### config.mk
export PLATFORM = sky130hd
export DESIGN_NAME = mole_round_controller
export DESIGN_NICKNAME = d
export VERILOG_FILES = /design/src/rtl/game_pkg.sv /design/src/rtl/mole_index_picker.sv /design/src/rtl/mole_round_controller.sv
export SDC_FILE = /design/constraint.sdc
export NUM_CORES = 1
export LEC_CHECK = 0
export BUFFER_PORTS_ARGS = -buffer_cell sky130_fd_sc_hd__buf_4
export CORE_UTILIZATION = 55
export CTS_CLUSTER_DIAMETER = 120
export CTS_CLUSTER_SIZE = 16
export DETAILED_ROUTE_END_ITERATION = 7
export MAX_ROUTING_LAYER = met4
export PLACE_DENSITY = 0.84
export SKIP_CTS_REPAIR_TIMING = 1
export SLEW_MARGIN = 20
export SYNTH_ARGS = -nofsm -noshare
export SYNTH_HDL_FRONTEND = slang
export SYNTH_SLANG_ARGS = --single-unit
### constraint.sdc
create_clock -name clk -period 10.65 [get_ports clk]
set_input_delay 1.5975 -clock clk [delete_from_list [all_inputs] [get_ports clk]]
set_output_delay 1.5975 -clock clk [all_outputs]
set_load 0.01 [all_outputs]
### src/rtl/game_pkg.sv
// rtl/game_pkg.sv - shared state type, widths and helpers for the whack-a-mole round controller
package game_pkg;

  localparam int NUM_LEDS = 18;
  localparam int SCORE_W  = 10;
  localparam int LEVEL_W  = 4;
  localparam int LIVES_W  = 2;
  // One extra code point so NUM_LEDS itself can mark "no previous LED".
  localparam int IDX_W    = $clog2(NUM_LEDS + 1);

  typedef enum logic [2:0] {IDLE, PICK, ON, GAP, OVER} state_t;

  function automatic logic [NUM_LEDS-1:0] onehot(input logic [IDX_W-1:0] idx);
    logic [NUM_LEDS-1:0] one;
    one = {{(NUM_LEDS-1){1'b0}}, 1'b1};
    return one << idx;
  endfunction

endpackage

### src/rtl/mole_index_picker.sv
// rtl/mole_index_picker.sv - maps a raw random value onto an LED index, never repeating the previous one
module mole_index_picker
  import game_pkg::*;
#(
  parameter int RND_W = 11
) (
  input  logic [RND_W-1:0] random_value,
  input  logic [IDX_W-1:0] prev_idx,
  output logic [IDX_W-1:0] idx
);

  logic [RND_W-1:0] cand_full;
  logic [IDX_W-1:0] cand;

  always_comb begin
    cand_full = random_value % RND_W'(NUM_LEDS);
    cand      = cand_full[IDX_W-1:0];
    if (cand != prev_idx)
      idx = cand;
    else if (cand == IDX_W'(NUM_LEDS - 1))
      idx = '0;
    else
      idx = cand + IDX_W'(1);
  end

endmodule

### src/rtl/mole_round_controller.sv
// rtl/mole_round_controller.sv - round scheduler: picks the mole, times the window, judges hits, tracks score/lives/level
module mole_round_controller
  import game_pkg::*;
#(
  parameter int RND_W          = 11,
  parameter int MS_W           = 11,
  parameter int ON_MS_START    = 1000,
  parameter int ON_MS_MIN      = 300,
  parameter int ON_MS_STEP     = 100,
  parameter int GAP_MS         = 250,
  parameter int HITS_PER_LEVEL = 5,
  parameter int MAX_LIVES      = 3
) (
  input  logic                clk,
  input  logic                reset_n,
  input  logic                start,
  input  logic                ms_tick,
  input  logic [RND_W-1:0]    random_value,
  input  logic [NUM_LEDS-1:0] hit_sw,
  output logic [NUM_LEDS-1:0] leds,
  output logic [SCORE_W-1:0]  score,
  output logic [LIVES_W-1:0]  lives,
  output logic [LEVEL_W-1:0]  level,
  output logic                game_over,
  output logic                busy
);

  localparam int HIT_W = $clog2(HITS_PER_LEVEL + 1);
  localparam logic [MS_W-1:0]    ON_START_V = MS_W'(ON_MS_START);
  localparam logic [MS_W-1:0]    ON_MIN_V   = MS_W'(ON_MS_MIN);
  localparam logic [MS_W-1:0]    ON_STEP_V  = MS_W'(ON_MS_STEP);
  localparam logic [MS_W-1:0]    GAP_LAST_V = MS_W'(GAP_MS - 1);
  localparam logic [HIT_W-1:0]   HIT_LAST_V = HIT_W'(HITS_PER_LEVEL - 1);
  localparam logic [IDX_W-1:0]   NO_IDX     = IDX_W'(NUM_LEDS);
  localparam logic [LIVES_W-1:0] LIVES_INIT = LIVES_W'(MAX_LIVES);

  state_t               state;
  logic [MS_W-1:0]      on_ms;
  logic [MS_W-1:0]      ms_cnt;
  logic [MS_W-1:0]      next_on_ms;
  logic [HIT_W-1:0]     hit_cnt;
  logic [IDX_W-1:0]     prev_idx;
  logic [IDX_W-1:0]     pick_idx;
  logic [NUM_LEDS-1:0]  hit_prev;
  logic [NUM_LEDS-1:0]  rise;
  logic                 wrong;
  logic                 good;
  logic                 on_last;

  mole_index_picker #(.RND_W(RND_W)) u_picker (
    .random_value (random_value),
    .prev_idx     (prev_idx),
    .idx          (pick_idx)
  );

  // In ON, leds is exactly the one-hot of the active index.
  always_comb begin
    rise       = hit_sw & ~hit_prev;
    wrong      = |(rise & ~leds);
    good       = |(rise & leds);
    on_last    = ms_tick && (ms_cnt == on_ms - MS_W'(1));
    next_on_ms = (on_ms >= ON_MIN_V + ON_STEP_V) ? (on_ms - ON_STEP_V) : ON_MIN_V;
  end

  assign busy      = (state == PICK) || (state == ON) || (state == GAP);
  assign game_over = (state == OVER);

  always_ff @(posedge clk or negedge reset_n) begin
    if (!reset_n) begin
      state    <= IDLE;
      leds     <= '0;
      score    <= '0;
      lives    <= '0;
      level    <= '0;
      on_ms    <= ON_START_V;
      ms_cnt   <= '0;
      hit_cnt  <= '0;
      prev_idx <= NO_IDX;
      hit_prev <= '0;
    end else begin
      hit_prev <= hit_sw;
      case (state)
        IDLE, OVER: begin
          leds <= '0;
          if (start) begin
            score    <= '0;
            lives    <= LIVES_INIT;
            level    <= '0;
            on_ms    <= ON_START_V;
            hit_cnt  <= '0;
            prev_idx <= NO_IDX;
            state    <= PICK;
          end
        end
        PICK: begin
          prev_idx <= pick_idx;
          leds     <= onehot(pick_idx);
          ms_cnt   <= '0;
          state    <= ON;
        end
        ON: begin
          // A wrong switch beats a correct one; a correct hit beats the timeout.
          if (wrong || (!good && on_last)) begin
            leds  <= '0;
            lives <= lives - LIVES_W'(1);
            if (lives == LIVES_W'(1)) begin
              state <= OVER;
            end else begin
              ms_cnt <= '0;
              state  <= GAP;
            end
          end else if (good) begin
            leds   <= '0;
            ms_cnt <= '0;
            state  <= GAP;
            if (score != '1)
              score <= score + SCORE_W'(1);
            if (hit_cnt == HIT_LAST_V) begin
              hit_cnt <= '0;
              on_ms   <= next_on_ms;
              if (level != '1)
                level <= level + LEVEL_W'(1);
            end else begin
              hit_cnt <= hit_cnt + HIT_W'(1);
            end
          end else if (ms_tick) begin
            ms_cnt <= ms_cnt + MS_W'(1);
          end
        end
        GAP: begin
          leds <= '0;
          if (ms_tick) begin
            if (ms_cnt == GAP_LAST_V)
              state <= PICK;
            else
              ms_cnt <= ms_cnt + MS_W'(1);
          end
        end
        default: state <= IDLE;
      endcase
    end
  end

endmodule

==> results of run 1 <==
-- critical path, cell delays in order --
cell and delay [ps]:
buf_4 190, nor2b_4 170, maj3_1 390, mux2i_1 160
or3_1 400, and3b_1 270, or4_4 550, and2_4 230
and2_1 160, a21oi_1 210, ha_1 250, inv_1 110
or4_1 520, a211o_1 280, a2bb2oi_1 150, a21oi_1 200
o22ai_1 140, a211oi_2 410, mux2i_1 500, nor3b_2 390
a32o_1 220
-- power by group --
part / total [mW] / internal, mW / switching (mW)
clock network: 0.222 / 0.109 / 0.114
registers: 0.437 / 0.373 / 0.0634
logic: 0.496 / 0.188 / 0.309
total: 1.16 / 0.669 / 0.486
-- worst max path at each step --
stage / end / slack [ps] / depth (start not counted)
after floorplan: leds[1] / 3680 / 23
after global placement: leds[5] / 3350 / 21
after detailed placement: leds[3] / 3180 / 21
after CTS: leds[3] / 3520 / 21
after global routing: leds[5] / 3030 / 21
final: leds[3] / 3460 / 21
-- final cells by class --
type / instances / area [um2] / share of cell area [%]
flip-flops and latches: 83 / 2087 / 31.40
inverters: 23 / 86.33 / 1.299
repair buffers: 68 / 514.2 / 7.737
multi-input cells: 543 / 3602 / 54.20
clock buffers: 12 / 135.1 / 2.033
well taps: 136 / 170.2 / 2.560
clock inverters: 4 / 51.30 / 0.7718
-- routing by layer --
metal / global-route usage, % / share of wire (%) / up-vias
met5: - / 0 / -
met3: 4.205 / 5.6 / 37
met4: 9.325 / 2.1 / 0
met1: 36.84 / 45 / 2615
met2: 42.25 / 48 / 202
li1: - / - / 2644
-- placed cells by master, fill, tap and decap left out, drive strengths merged, types with 16 or more instances in the layout --
cell type and n:
nor2 65, inv 23, nand3 22, xor2 16, nand2 56, nand3b 26, buf 68, nor3b 26
a21oi 30, o21ai 38, nor3 17, dfrtp 75
-- registers in the layout (all words and copies together) (netlist names) --
signal	cells
hit_prev	18
hit_cnt	3
ms_cnt	11
on_ms	9
lives	2
prev_idx	5
state	3
level	4
score	10
leds	18
-- kinds of logic (layout without fill, tap and decap cells) --
group,count (synthesis),in the layout,synth area share [%]
AND/OR/NAND/NOR,315,315,30.01
AO/OA/AOI/OAI,175,175,21.76
flip-flops,83,83,35.20
buffers and inverters,58,107,4.051
XOR/XNOR,29,29,4.284
adder cells (fa/ha/maj),14,14,2.912
multiplexers,10,10,1.794
-- through the flow --
step / worst slack, ps / util (%) / total power [mW] / area (um2)
floorplan: 3679 / - / 0.8018 / 5929
global placement: 3355 / 62.26 / 0.9050 / 6456
detailed placement: 3177 / 62.26 / 0.9266 / 6456
CTS: 3523 / 64.06 / 1.153 / 6643
global route: 3026 / 64.09 / 1.241 / 6646
finish: 3462 / 64.09 / 1.155 / 6646
==> flow_summary_export.csv, run 1 <==
group,metric,value,unit
status,outcome,"completed",
critical_path,crit_start,"random_value[9]",
logic_synthesis,ys_types,95,
hold_path,min_from,"prev_idx[1]",
cells_and_area,area_growth_syn_to_layout,12.09,%
clocking,cts-buffers-inserted,9,
clocking,clk_pin_slew,80,ps
timing,hold_viol,0,
timing,holdWs,497.4,ps
pwr,ir_drop,78.81,uV
global_route,grt_pass1_vias,4977,
logic_synthesis,synth_most_common_cell,"dfrtp_1",
timing,max_slew.worst_pin.slew,950.0,ps
clocking,htree_levels,3,
pwr,powerDensity,173.8,mW/mm2
timing,rsz0062_at_grt,"no",
critical_path,r2r-start,"on_ms[2]",
floorplan,start_util,57.18,%
clocking,cts_tree,"built",
hold_path,worstHoldPathCells,2,
global_route,grt_pass1_wl,24070,um
timing,maxSlewHeadroom,36.43,%
clocking,clk_latency,370,ps
floorplan,fp-row-count,37,
critical_path,cp_max_fo,26,
timing,slew_viol_final,0,
global_route,grt_overflow_total,0,
cells_and_area,nets,774,
drt,drt-initial-drc-count,517,
hold_path,min_path_type,"flop to flop",
cells_and_area,n_antenna_cell,0,
logic_synthesis,yosysSeqAreaShare,35.20,%
flow_run,maxCapViolCount,0,
placement,port_buffers,68,
drt,viasPerCell,6.327,
critical_path,crit_path_start_kind,"primary input",
logic_synthesis,synth_ff_type,"dfrtp_1",
placement,dpl.hpwl,10660,um
critical_path,arrival,7480,ps
logic_synthesis,synthTopCellsByCount,"dfrtp_1, nor2_1, nand2_1",
logic_synthesis,postSynthCellCount,684,
clocking,cts_root_buf,"clkbuf_8",
critical_path,critPathKind,"primary input to flop",
floorplan,dieArea,0.01120,mm2
floorplan,io_pins,69,
timing,min_period,7188,ps
critical_path,critPathRequiredTime,10950,ps
logic_synthesis,ys_ff_latch,83,
drt,wl_per_cell,16.75,um
logic_synthesis,yosysTopAreaCellShare,31.65,%
timing,clock_skew,13.60,ps
logic_synthesis,synth.net_count,730,
critical_path,ff2ff_path_depth,15,
logic_synthesis,syn_area,0.005929,mm2
drt,ant_nets,0,
logic_synthesis,syn_avg_cell_area,8.669,um2
logic_synthesis,yosys-top-cells-area,"dfrtp_1, nor2_1, dfstp_2",
floorplan,die_h,105.8,um
cells_and_area,instances_no_fill,869,
drt,dr.pass1.iters,6,
clocking,clockBufferDepth,2,
critical_path,rrSetupSlack,5710,ps
logic_synthesis,yosysTopAreaCell,"dfrtp_1",
timing,period_share,67.49,%
critical_path,crit_path_end_kind,"flop",
hold_path,worstHoldEndpoint,"prev_idx[1]",
timing,setup_viol,0,
placement,routabilityCongestion,0.9529,
critical_path,worstReg2RegEnd,"ms_cnt[10]",
global_route,grt_max_degree,84,
logic_synthesis,ys.warnings.count,0,
global_route,grt_use_total,27.38,%
timing,max_freq,139.1,MHz
clocking,clkSinkCount,83,
logic_synthesis,synth_edf_count,0,
global_route,antenna_found_initial,0,
floorplan,core-area,0.01037,mm2
floorplan,die_w,105.8,um
timing,setup_tns,0,ps
pwr,leakage,2.814,nW
cells_and_area,drive_above_1_share,15.55,%
logic_synthesis,async_reset_ff_share,100.0,%
drt,drc,0,
cells_and_area,fillers,871,
placement,dp.cells,853,
drt,num_vias,5498,
drt,wirelength,14550,um
Power figures use the tool's default switching activity.
==> inputs of run 2 (changes only) <==
Settings changed: ABC_AREA from default to 1.
Clock period 10.65 ns to 7.2 ns, I/O delays scaled along.
==> run 2 against run 1 <==
- design area shrank 4.3%
- largest cell class unchanged
- global-route usage down 0.35 points
- worst setup slack got worse by 1600 ps
- critical endpoint is now leds[4]
- critical path type unchanged
- worst hold slack better by 24 ps
- routed wire length fell by 11%
==> flow_summary_export.csv, run 2 <==
group,metric,value,unit
status,outcome,"completed",
clocking,htree_levels,3,
timing,hold_viol,0,
cells_and_area,mostFrequentLayoutCells,"nand2_1, inv_1, nor2_1",
drt,wl_met1,5593,um
drt,ant_nets,0,
logic_synthesis,syn_area,0.005473,mm2
critical_path,crit_slowest_cell,"o21ai_1",
hold_path,worstHoldPathCells,2,
floorplan,start_util,56.25,%
critical_path,ff2ff_path_depth,19,
timing,setup_viol,0,
cells_and_area,n_antenna_cell,0,
drt,wl_per_cell,13.19,um
floorplan,core-area,0.009729,mm2
logic_synthesis,synth_edf_count,0,
cells_and_area,fin_util,65.39,%
logic_synthesis,async_reset_ff_share,100.0,%
drt,drc,0,
cells_and_area,final_common_cell,"nand2_1",
critical_path,critPathKind,"primary input to flop",
critical_path,worstReg2RegEnd,"ms_cnt[10]",
clocking,clk_latency,360,ps
critical_path,crit_path_start_kind,"primary input",
cells_and_area,nets,885,
placement,routabilityCongestion,0.9299,
timing,maxSlewHeadroom,41.45,%
critical_path,crit_start,"random_value[7]",
drt,drt-initial-drc-count,230,
drt,wl_met2,6296,um
critical_path,rrSetupSlack,2770,ps
global_route,antenna_found_initial,0,
critical_path,r2r-start,"on_ms[3]",
global_route,grt_pass1_vias,5043,
logic_synthesis,synth_most_common_cell,"nand2_1",
cells_and_area,area_growth_syn_to_layout,16.26,%
global_route,grt_max_degree,84,
floorplan,die_h,101.8,um
floorplan,fp-row-count,36,
pwr,ir_drop,185.1,uV
logic_synthesis,synthTopCellsByCount,"nand2_1, inv_1, nor2_1",
hold_path,min_path_type,"flop to flop",
pwr,powerDensity,352.5,mW/mm2
floorplan,die_w,101.8,um
critical_path,cpMostUsedCell,"nand2_1",
timing,clock_skew,11.65,ps
clocking,clockBufferDepth,2,
clocking,cts_tree,"built",
logic_synthesis,ys_ff_latch,83,
logic_synthesis,yosysTopAreaCell,"dfrtp_1",
logic_synthesis,postSynthCellCount,761,
timing,slew_viol_final,0,
cells_and_area,fillers,880,
hold_path,min_from,"on_ms[8]",
logic_synthesis,yosysTopAreaCellShare,34.29,%
logic_synthesis,yosys-top-cells-area,"dfrtp_1, nand2_1, inv_1",
timing,setup_tns,0,ps
drt,dr.pass1.iters,5,
logic_synthesis,syn_avg_cell_area,7.192,um2
global_route,grt_use_total,27.03,%
hold_path,worstHoldEndpoint,"on_ms[8]",
logic_synthesis,yosysSeqAreaShare,38.13,%
clocking,clkSinkCount,83,
logic_synthesis,ys.warnings.count,0,
drt,wl_met3,728,um
drt,viasPerCell,5.389,
global_route,grt_overflow_total,0,
timing,period_share,74.22,%
critical_path,cp_max_fo,6,
global_route,grt_pass1_wl,21620,um
drt,top_layer,"met4",
logic_synthesis,ys_types,50,
logic_synthesis,synth.net_count,807,
placement,port_buffers,68,
floorplan,io_pins,69,
timing,min_period,5344,ps
timing,max_slew.worst_pin.slew,870.2,ps
critical_path,critPathRequiredTime,7450,ps
drt,wirelength,12880,um
floorplan,dieArea,0.01035,mm2
placement,dpl.hpwl,10050,um
logic_synthesis,synth_ff_type,"dfrtp_1",
clocking,cts_root_buf,"clkbuf_8",
drt,num_vias,5265,
critical_path,arrival,5600,ps
cells_and_area,drive_above_1_share,18.25,%
flow_run,maxCapViolCount,0,
timing,rsz0062_at_grt,"no",
cells_and_area,reg.largest.list,"hit_prev: 18 flops, leds: 18 flops, ms_cnt: 11 flops",
timing,max_freq,187.1,MHz
clocking,clk_pin_slew,80,ps
pwr,leakage,3.317,nW
clocking,cts-buffers-inserted,9,
critical_path,max_stage_delay,250,ps
critical_path,crit_path_end_kind,"flop",
## run 2: layout make-up
type	count	area (um2)	area share, %
multi-input combinational	551	2909	45.72
clock buffer	11	131.4	2.065
tap	133	166.4	2.616
clock inverter	5	77.57	1.219
sequential	83	2087	32.80
timing repair buffer	69	521.8	8.201
inverter	125	469.2	7.375
## run 2: power by group
group	total [mW]	switching (mW)	internal, mW	leakage (nW)
clock network	0.360	0.166	0.195	0.103
logic	1.25	0.850	0.399	2.14
registers	0.632	0.0737	0.559	1.07
total	2.24	1.09	1.15	3.32
## run 2: worst max-delay path: cells and delay by family
kind / cells / cell delay, ps
AO/OA/AOI/OAI: 1 / 250
buffers and inverters: 5 / 390
adder cells (fa/ha/maj): 2 / 260
AND/OR/NAND/NOR: 37 / 3610
## run 2: per-layer routing
layer / up-vias / track usage, %
met4: 0 / 10.03
met3: 29 / 5.245
li1: 2631 / -
met5: - / -
met1: 2450 / 32.35
met2: 155 / 45.11
## run 2: per-stage QoR
| step | instance area [um2] | power, mW | std cells | setup slack (ps) | hold slack, ps |
|---|---|---|---|---|---|
| floorplan | 5473 | 1.562 | 761 | 2283 | 488.0 |
| global placement | 6150 | 1.827 | 961 | 1828 | 507.9 |
| detailed placement | 6150 | 1.871 | 961 | 1506 | 511.0 |
| CTS | 6359 | 2.241 | 977 | 1886 | 522.6 |
| global route | 6362 | 2.429 | 977 | 1262 | 551.6 |
| finish | 6362 | 2.242 | 977 | 1856 | 521.4 |
## run 2: cell families after synthesis
| family | after synthesis | synth area share, % |
|---|---|---|
| XOR/XNOR | 13 | 2.080 |
| AND/OR/NAND/NOR | 422 | 36.74 |
| buffers and inverters | 127 | 8.711 |
| flip-flops | 83 | 38.13 |
| adder cells (fa/ha/maj) | 13 | 2.972 |
| AO/OA/AOI/OAI | 103 | 11.36 |
## run 2: how the worst max path moves through the flow
stage and endpoint:
2_1_floorplan leds[17], 3_3_place_gp leds[5], 3_5_place_dp leds[13], 4_1_cts leds[4], 5_1_grt leds[4], 6_report leds[4]
==> inputs of run 3 (changes only) <==
Clock period 7.2 ns to 5.1 ns, I/O delays scaled along.
==> run 3 against run 2 <==
- clock-buffer cell count grew 2
- critical endpoint is now leds[2]
- combinational power is 51% higher
- design area increased by 4.1%
- die area unchanged
- highest routed layer unchanged
- clock skew is 5.5 ps higher
- sequential cell count unchanged
==> flow_summary_export.csv, run 3 (synthesis gave the netlist of run 2 again) <==
group,metric,value,unit
critical_path,r2r-start,"on_ms[2]",
drt,viasPerCell,5.380,
placement,dpl.hpwl,9905,um
timing,min_period,4819,ps
clocking,clockBufferDepth,2,
critical_path,crit_end,"leds[2]",
clocking,htree_levels,3,
critical_path,ff2ff_path_depth,24,
placement,routabilityCongestion,0.9291,
drt,dr.pass1.iters,5,
drt,num_vias,5305,
timing,slew_viol_final,0,
critical_path,crit_path_end_kind,"flop",
placement,port_buffers,68,
drt,ant_nets,0,
floorplan,start_util,56.25,%
drt,wirelength,13110,um
critical_path,crit_slowest_cell,"or2_1",
clocking,clk_latency,360,ps
flow_run,maxCapViolCount,0,
clocking,cts_tree,"built",
global_route,grt_overflow_total,0,
global_route,grt_max_degree,84,
drt,wl_per_cell,13.30,um
cells_and_area,nets,894,
cells_and_area,n_antenna_cell,0,
critical_path,crit_start,"random_value[10]",
critical_path,worstReg2RegEnd,"on_ms[3]",
clocking,clkSinkCount,83,
pwr,power,3.254,mW
floorplan,fp-row-count,36,
cells_and_area,mostFrequentLayoutCells,"nand2_1, inv_1, buf_4",
cells_and_area,drive_above_1_share,23.33,%
critical_path,crit_path_start_kind,"primary input",
cells_and_area,reg.largest.list,"hit_prev: 18 flops, leds: 18 flops, ms_cnt: 11 flops",
floorplan,die_w,101.8,um
global_route,grt_pass1_wl,21450,um
critical_path,rrSetupSlack,970,ps
pwr,leakage,3.400,nW
floorplan,io_pins,69,
drt,drt-initial-drc-count,285,
cells_and_area,final_common_cell,"nand2_1",
timing,maxSlewHeadroom,51.43,%
timing,max_freq,207.5,MHz
pwr,ir_drop,251.1,uV
critical_path,critPathRequiredTime,5380,ps
global_route,grt_pass1_vias,4928,
critical_path,max_stage_delay,280,ps
clocking,clk_pin_slew,80,ps
timing,period_share,94.49,%
clocking,cts-buffers-inserted,9,
cells_and_area,area_growth_syn_to_layout,21.08,%
critical_path,cpMostUsedCell,"nand2_1",
floorplan,core-area,0.009729,mm2
timing,setup_viol,0,
status,outcome,"completed",
placement,detailed_place.area,0.006165,mm2
timing,holdWs,412.3,ps
global_route,antenna_found_initial,0,
timing,clock_skew,17.11,ps
pwr,powerDensity,491.1,mW/mm2
timing,hold_viol,0,
drt,drc,0,
floorplan,dieArea,0.01035,mm2
critical_path,critPathKind,"primary input to flop",
cells_and_area,stdcell_area,0.006626,mm2
critical_path,arrival,5100,ps
hold_path,min_path_type,"primary input to asynchronous set/reset pin",
clocking,cts_root_buf,"clkbuf_8",
floorplan,die_h,101.8,um
critical_path,cp_max_fo,6,
global_route,grt_use_total,27.00,%
timing,max_slew.worst_pin.slew,728.6,ps
[run 3: per-stage QoR]
| stage | cells | setup TNS [ps] | util, % | worst slack, ps |
|---|---|---|---|---|
| floorplan | 761 | 0 | - | 497.9 |
| global placement | 963 | 0 | 63.36 | 43.16 |
| detailed placement | 963 | -5701 | 63.36 | -355.8 |
| CTS | 979 | 0 | 65.30 | 4.976 |
| global route | 986 | -590.7 | 68.11 | -80.50 |
| finish | 986 | 0 | 68.11 | 281.2 |
[run 3: worst min-delay path by stage]
stage,startpoint,endpoint,slack (ps),cells after the start
detailed placement,score[9],score[9],510,1
global route,reset_n,hit_prev[16],490,1
global placement,score[9],score[9],510,1
finish,reset_n,hit_prev[16],410,1
CTS,hit_sw[12],hit_prev[12],510,1
floorplan,reset_n,hit_cnt[0],470,0
[run 3: routing by layer]
| layer | share of wire, % | vias to the layer above | track usage (%) |
|---|---|---|---|
| met1 | 44 | 2491 | 33.75 |
| met3 | 5.0 | 23 | 5.107 |
| met2 | 50 | 153 | 44.65 |
| met5 | 0 | - | - |
| met4 | 1.4 | 0 | 7.581 |
| li1 | - | 2638 | - |
[run 3: layout make-up]
type | instances | area [um2]
clock inverters | 3 | 40.04
inverters | 125 | 471.7
clock buffers | 13 | 148.9
repair buffers | 78 | 589.3
multi-input cells | 551 | 3123
fillers | 802 | 3103
flip-flops and latches | 83 | 2087
well taps | 133 | 166.4
[run 3: power by group]
part           switching [mW]  internal, mW
logic                    1.26         0.632
clock network           0.228         0.239
registers               0.105         0.789
[run 3: worst max-delay path, delay by kind of cell]
family / cells / cell delay [ps]
AOI/OAI and AO/OA: 1 / 70
adders and majority gates: 1 / 160
buffers and inverters: 7 / 620
and+or+nand+nor: 37 / 3480
